**config.mk**
```make
export PLATFORM = sky130hd
export DESIGN_NAME = fifo
export DESIGN_NICKNAME = d
export VERILOG_FILES = /design/src/rtl/fifo_mem.sv /design/src/rtl/fifo.sv
export SDC_FILE = /design/constraint.sdc
export NUM_CORES = 1
export LEC_CHECK = 0
export ABC_AREA = 0
export CAP_MARGIN = 20
export CELL_PAD_IN_SITES_DETAIL_PLACEMENT = 1
export CELL_PAD_IN_SITES_GLOBAL_PLACEMENT = 1
export CORE_MARGIN = 2
export CORE_UTILIZATION = 36
export DETAILED_ROUTE_END_ITERATION = 12
export PLACE_DENSITY_LB_ADDON = 0.12
export SYNTH_ARGS = -nofsm -noshare
export SYNTH_HDL_FRONTEND = slang
export SYNTH_HIERARCHICAL = 1
export SYNTH_SLANG_ARGS = --single-unit
export TNS_END_PERCENT = 100
```
**constraint.sdc**
```tcl
create_clock -name clk -period 3.5 [get_ports clk]
set_input_delay 0.7 -clock clk [delete_from_list [all_inputs] [get_ports clk]]
set_output_delay 0.7 -clock clk [all_outputs]
set_load 0.01 [all_outputs]
```
**src/rtl/fifo_mem.sv**
```systemverilog
// fifo_mem: WIDTH x DEPTH storage array with one synchronous write port
// and one asynchronous (combinational) read port. Not reset.
module fifo_mem #(
  parameter int unsigned WIDTH = 8,
  parameter int unsigned DEPTH = 16
) (
  input  logic                     clk,
  input  logic                     wr_en,
  input  logic [$clog2(DEPTH)-1:0] wr_addr,
  input  logic [WIDTH-1:0]         wr_data,
  input  logic [$clog2(DEPTH)-1:0] rd_addr,
  output logic [WIDTH-1:0]         rd_data
);

  logic [WIDTH-1:0] mem [DEPTH];

  // Write the addressed word on the rising edge when enabled
  always_ff @(posedge clk) begin
    if (wr_en) begin
      mem[wr_addr] <= wr_data;
    end
  end

  // Present the addressed word combinationally
  always_comb begin
    rd_data = mem[rd_addr];
  end

endmodule

```
**src/rtl/fifo.sv**
```systemverilog
// fifo: synchronous first-word-fall-through FIFO with valid/ready
// handshakes on both sides, registered occupancy count and
// registered almost_full / almost_empty flags.
module fifo #(
  parameter int unsigned WIDTH     = 8,
  parameter int unsigned DEPTH     = 16,
  parameter int unsigned AF_THRESH = 14,
  parameter int unsigned AE_THRESH = 2
) (
  input  logic                     clk,
  input  logic                     rst_n,
  input  logic                     flush,
  input  logic                     wr_valid,
  output logic                     wr_ready,
  input  logic [WIDTH-1:0]         wr_data,
  output logic                     rd_valid,
  input  logic                     rd_ready,
  output logic [WIDTH-1:0]         rd_data,
  output logic [$clog2(DEPTH):0]   count,
  output logic                     almost_full,
  output logic                     almost_empty
);

  localparam int unsigned AW = $clog2(DEPTH);
  localparam int unsigned CW = AW + 1;

  localparam logic [CW-1:0] AF_T = CW'(AF_THRESH);
  localparam logic [CW-1:0] AE_T = CW'(AE_THRESH);

  if ((DEPTH < 2) || ((DEPTH & (DEPTH - 1)) != 0)) begin : g_bad_depth
    $error("fifo: DEPTH must be a power of 2 and >= 2");
  end
  if ((AF_THRESH < 1) || (AF_THRESH > DEPTH)) begin : g_bad_af
    $error("fifo: AF_THRESH must be in 1..DEPTH");
  end
  if (AE_THRESH > (DEPTH - 1)) begin : g_bad_ae
    $error("fifo: AE_THRESH must be in 0..DEPTH-1");
  end

  logic [CW-1:0]    wr_ptr;
  logic [CW-1:0]    rd_ptr;
  logic [CW-1:0]    count_next;
  logic             full;
  logic             empty;
  logic             push;
  logic             pop;
  logic [WIDTH-1:0] head;

  // Pointer-derived status and handshakes; MSB of each pointer is the wrap bit
  always_comb begin
    empty    = (wr_ptr == rd_ptr);
    full     = (wr_ptr[AW-1:0] == rd_ptr[AW-1:0]) && (wr_ptr[AW] != rd_ptr[AW]);
    wr_ready = !full;
    rd_valid = !empty;
    push     = wr_valid && wr_ready;
    pop      = rd_valid && rd_ready;
  end

  // Words written in a flush cycle are discarded, so the array write is gated too
  fifo_mem #(
    .WIDTH (WIDTH),
    .DEPTH (DEPTH)
  ) u_mem (
    .clk     (clk),
    .wr_en   (push && !flush),
    .wr_addr (wr_ptr[AW-1:0]),
    .wr_data (wr_data),
    .rd_addr (rd_ptr[AW-1:0]),
    .rd_data (head)
  );

  // Head word is forced to zero whenever nothing is valid
  always_comb begin
    rd_data = rd_valid ? head : '0;
  end

  // Advance pointers on handshakes; flush overrides both
  always_ff @(posedge clk or negedge rst_n) begin
    if (!rst_n) begin
      wr_ptr <= '0;
      rd_ptr <= '0;
    end else if (flush) begin
      wr_ptr <= '0;
      rd_ptr <= '0;
    end else begin
      if (push) wr_ptr <= wr_ptr + CW'(1);
      if (pop)  rd_ptr <= rd_ptr + CW'(1);
    end
  end

  // Next occupancy: +1 push only, -1 pop only, else unchanged
  always_comb begin
    count_next = count;
    if (flush) begin
      count_next = '0;
    end else begin
      unique case ({push, pop})
        2'b10:   count_next = count + CW'(1);
        2'b01:   count_next = count - CW'(1);
        default: count_next = count;
      endcase
    end
  end

  // Register count and flags together so the flags align with count
  always_ff @(posedge clk or negedge rst_n) begin
    if (!rst_n) begin
      count        <= '0;
      almost_full  <= 1'b0;
      almost_empty <= 1'b1;
    end else begin
      count        <= count_next;
      almost_full  <= (count_next >= AF_T);
      almost_empty <= (count_next <= AE_T);
    end
  end

endmodule

```
Word level (Yosys, flattened, before mapping)
Memory sizes are Yosys's and may differ from the RTL's.
Index checks and enable logic that the tools add are counted.
{ "totals": {"ff_bits": 17, "wordCells": 35, "ramBits": 128, "mem_count": 1, "out_inout_bits": 17} }
{ "mem_list": {"columns": ["memory", "words", "width", "read_ports", "rd_ports_with_merged_regs", "wr", "line", "source"], "rows": [
  ["u_mem.mem", 16, 8, 1, 0, 1, "fifo_mem.sv:15", "logic [WIDTH-1:0] mem [DEPTH];"]
]} }
{ "classes": {"eq_ne": 5, "muxes": 9, "magnitude_cmp": 2, "reduce_logical": 9, "n_addsub": 4} }
{ "ops": {"columns": ["op", "count"], "rows": [
  ["5-bit 2-to-1 mux", 5],
  ["5-bit by 1-bit adder with 5-bit output, second input constant", 3],
  ["5-bit case mux with 2 select lines", 1],
  ["8-bit 2-to-1 mux", 1],
  ["5-bit == test", 1],
  ["5-bit by 4-bit >= comparator with 1-bit output, second input constant", 1],
  ["5-bit by 2-bit less-or-equal comparator with 1-bit output, second input constant", 1],
  ["5-bit by 1-bit subtractor with 5-bit output, second input constant", 1],
  ["4-bit == test", 1],
  ["1-bit logical AND", 4],
  ["2-bit nonzero test", 2],
  ["1-bit logical NOT", 3],
  ["2-bit by 1-bit == test with 1-bit output, second input constant", 1],
  ["2-bit == test, second input constant", 1],
  ["1-bit 2-to-1 mux", 2],
  ["1-bit != test", 1]
]} }

Longest topological paths before layout
{ "depth": {"word_depth": 8, "mapped_depth": 10} }

Hierarchy
Netlist, hierarchy kept.
{ "by_module_without_submodules": {"columns": ["module", "cells_per_inst", "n_inst", "seq_area_each_um2", "area_each_um2"], "rows": [
  ["fifo_mem", 221, 1, 3843.7, 4987.3],
  ["fifo", 108, 1, 426.7, 1083.5]
]} }

Worst setup path after synthesis
OpenSTA, ideal clock, no wires.
{ "synth_timing": {"path_type": "reg2reg", "start": "reg wr_ptr[0]", "end": "mem u_mem.mem[0][0] (enable)", "n_path_buf": 0, "arrival_ps": 2585, "stages_incl_launch_ff": 8, "setup_ps": 383, "period_less_slack_ps": 2969, "slack_ps": 531, "path_cell_list": "dfrtp_1 > xor2_1 > nor4_4 > a21boi_1 > inv_1 > nor2_1 > or3b_2 > nor3_1"} }
{ "synth_between": {"elab_chain_len": 7} }
{ "synth_lines": {"columns": ["element", "line", "source"], "rows": [
  ["start, declared", "fifo.sv:40", "logic [CW-1:0] wr_ptr;"],
  ["start signal, assigned", "fifo.sv:86", "if (push) wr_ptr <= wr_ptr + CW'(1);"],
  ["4-bit == test", "fifo.sv:52", "full = (wr_ptr[AW-1:0] == rd_ptr[AW-1:0]) && (wr_ptr[AW] != rd_ptr[AW]);"],
  ["1-bit logical AND", "fifo.sv:52", null],
  ["1-bit logical NOT", "fifo.sv:53", "wr_ready = !full;"],
  ["1-bit logical AND", "fifo.sv:55", "push = wr_valid && wr_ready;"],
  ["1-bit logical AND", "fifo.sv:65", ".wr_en (push && !flush),"],
  ["1-bit 2-to-1 mux", "fifo_mem.sv:19", "if (wr_en) begin"],
  ["1-bit 2-to-1 mux (not written as such)", "fifo_mem.sv:20", "mem[wr_addr] <= wr_data;"],
  ["end, declared", "fifo_mem.sv:15", null]
]} }
Parallel ways exist; a longest one is shown, timed or not.

Final worst setup path
{ "layout_timing": {"start": "reg rd_ptr[0]", "end": "out rd_data[0]"} }
{ "layout_between": {"elab_chain_len": 2, "elab_cells_between_ends": 3, "cone_classes": "eq/ne: 1; mux: 1; memory: 1"} }
{ "layout_lines": {"columns": ["element", "line", "source"], "rows": [
  ["start, declared", "fifo.sv:41", "logic [CW-1:0] rd_ptr;"],
  ["start signal, assigned", "fifo.sv:87", "if (pop) rd_ptr <= rd_ptr + CW'(1);"],
  ["memory read 16 x 8 bit", null, null],
  ["net head[0]", "fifo.sv:47", "logic [WIDTH-1:0] head;"],
  ["8-bit 2-to-1 mux", "fifo.sv:74", "rd_data = rd_valid ? head : '0;"],
  ["end, declared", "fifo.sv:18", "output logic [WIDTH-1:0] rd_data,"]
]} }
The timed path passes the listed nets, and every way through them passes these cells.

==> results.toml <==
[floorplanning]
dieArea_sq_mm = 0.01792
die_x_um = 133.9
io_pins = 30
core_region_area_sq_mm = 0.01652
initial_core_util_pct = 36.74
num_rows = 47
die-height_um = 133.9

[yosys]
netlist_area_sq_mm = 0.006071
yosys_most_used_dff = "edfxtp_1"
synth_top_area_share_pct = 63.31
yosys-top-cells-area = "edfxtp_1 63%, mux4_2 6.7%, dfrtp_1 6.6%"
synth-seq-cells = 145
yosysWarnings = 6
netlist_instances = 329
ys_async_sr_fraction_pct = 11.72
synth.largest_area_cell = "edfxtp_1"
synth.distinct_cells = 38
synth_edf_count = 128
synth_fp_nets = 346
yosysSeqAreaShare_pct = 70.34
syn_avg_cell_area_sq_um = 18.45

[final_layout]
final_util_pct = 44.82
drive_gt1_share_pct = 20.60
fin_cells = 624
final_common_cell = "edfxtp_1"
area_growth_pct = 21.99
fin_nets = 407
fill_cells = 1579
final_cell_mix = "128 x edfxtp_1, 32 x nor2_1, 29 x clkdlybuf4s50_1, 22 x buf_4, 18 x mux4_2"

[power_and_ir_drop]
p_per_area_mw_per_mm2 = 625.8
p_leak_nw = 2.529
vdd_drop_max_mv = 0.3424
power_w = 0.004634

[global_routing]
grt_antenna_before_repair = 0
grt_max_degree = 36
grt_pass1_wl_mm = 20.99
grt_pass1_vias = 3448
overflow = 0
track_usage_pct = 16.28

[route]
drt_pre_antenna_iters = 4
drt_wl_total_mm = 13.32
drc = 0
via_per_inst = 5.154
vias = 3216
drt_iter0_markers = 159
post_drt_wl_per_cell_um = 21.35
postRouteAntennaNets = 0

[clocking]
cts_tree = "built"
cts_sinks = 145
clock_path_buffers = 2
cts_buffers = 17
postCtsSetupRepairBufs = 0
clkSlewWorstSetupHoldPaths_ns = 0.06
cts_hold_buf = 0
clk_root_buffer_cell = "clkbuf_16"
cts_htree_levels = 4
clock_latency_ns = 0.42

[critical_path]
crit_family = "buffers and inverters"
cp_max_fo = 10
worstPathRequired_ns = 2.80
critical-path-slowest-cell = "mux4_1"
start_kind = "flip-flop"
cpPeakStageDelay_ns = 0.59
critical_path_buf_inv_count = 2
arrival_ns = 2.68
ff2ff_setup_slack_ns = 0.45
endpoint_kind = "output pin"
path_cells = "buf_6, mux4_1, a22oi_2, nand2_1, and2_1, clkdlybuf4s50_1"
critPathKind = "flip-flop to output pin"

[placement]
numPortBuffers = 29
place_inst = 591
place.gp.congestion = 0.7498
post-dp-hpwl_mm = 8.782

[timing]
timing.setup.tns_ns = 0
holdWs_ns = 0.6092
fmax_mhz = 295.5
hold_viol = 0
period_needed_ns = 3.384
fin_crit_sh_pct = 96.69
worst-slew-pin-transition_ns = 0.8485
drv_slew = 0
maxSlewHeadroom_pct = 43.26
fin_skew_ns = 0.008008
setup_viol = 0

[worst_hold_path]
hp-class = "flip-flop to flip-flop"

[status]
status = "finished clean"

[flow_run]
cap_viol_max_count = 0
metrics by stage:
| step | instance area, sq um | setup slack (ns) |
|---|---|---|
| 5_1_grt | 7403 | -0.01620 |
| 3_3_place_gp | 6748 | 0.4758 |
| 4_1_cts | 7375 | 0.002494 |
| 2_1_floorplan | 6071 | 0.5311 |
| 6_report | 7406 | 0.1158 |
| 3_5_place_dp | 6748 | 0.4483 |
Yosys cell counts (all sizes together), types with 4 or more instances:
cell type,count
nor2b,5
buf,7
xor2,13
mux2i,6
mux2,4
edfxtp,128
nand4,4
xnor2,4
nand2,16
nor3,4
nor2,32
a22oi,16
and2,9
ha,4
dfrtp,16
a21oi,4
mux4,32
cells by family (layout without fill, tap and decap cells):
group / after synthesis / in the layout / share of synthesized area [%]
other: 0 / 1 / 0
AO/OA/AOI/OAI: 25 / 25 / 3.298
XOR/XNOR: 17 / 17 / 2.453
AND/OR/NAND/NOR: 82 / 82 / 6.760
flip-flops: 145 / 145 / 70.34
multiplexers: 42 / 42 / 14.65
adder cells (fa/ha/maj): 4 / 4 / 0.8244
buffers and inverters: 14 / 88 / 1.669
registers in the layout, summed over array words and instances, names as in the netlist:
| name | cells |
|---|---|
| wr_ptr | 5 |
| count | 5 |
| u_mem/mem | 128 |
| almost_full | 1 |
| rd_ptr | 5 |
| almost_empty | 1 |
final timing paths:
path,start,endpoint,cells past startpoint
hold reg to reg,wr_ptr[4],wr_ptr[4],2
setup reg to reg,wr_ptr[1],almost_empty,10
hold / removal,wr_ptr[4],wr_ptr[4],2
min in group asynchronous,rst_n,wr_ptr[2],1
max in group asynchronous,rst_n,rd_ptr[0],1
setup / recovery,rd_ptr[0],rd_data[0],6
layer usage:
metal / track usage [%] / share of wire (%) / vias to the layer above / wire, um
met1: 21.02 / 44 / 1682 / 5861
met2: 26.72 / 51 / 78 / 6730
met5: 0 / 0 / - / 0
li1: - / - / 1435 / -
met4: 5.851 / 1.4 / 0 / 191
met3: 4.195 / 4.1 / 21 / 540
worst register-to-register path: stages, from the launching register on:
cell       delay (ns)
dfrtp_1          0.51
xor2_1           0.22
nor4_4           0.45
mux2i_2          0.33
xor2_1           0.17
ha_1             0.21
a21oi_1          0.08
nor3b_1          0.20
mux2i_1          0.12
mux2_4           0.34
a2111oi_4        0.32
power by group:
group | internal, W | switching [W] | leakage [nW]
clock network | 0.00125 | 0.000663 | 0.299
registers | 0.00192 | 0.0000443 | 1.38
logic | 0.000403 | 0.000353 | 0.849
total | 0.00357 | 0.00106 | 2.53
cell type report:
| cell class | instances | area (sq um) | area share [%] |
|---|---|---|---|
| timing repair buffer | 55 | 518.0 | 6.994 |
| inverter | 1 | 3.754 | 0.05068 |
| sequential | 145 | 4272 | 57.68 |
| clock buffer | 18 | 429.2 | 5.795 |
| multi-input combinational | 170 | 1712 | 23.11 |
| antenna | 1 | 2.502 | 0.03379 |
| tap | 220 | 275.3 | 3.717 |
| clock inverter | 14 | 193.9 | 2.619 |
what timing repair did:
action,4_1_cts,5_1_grt
setup endpoints to repair,1,8
gates resized for setup,1,7
hold endpoints to repair,0,0
No activity file was read; power rests on OpenSTA's default activity.
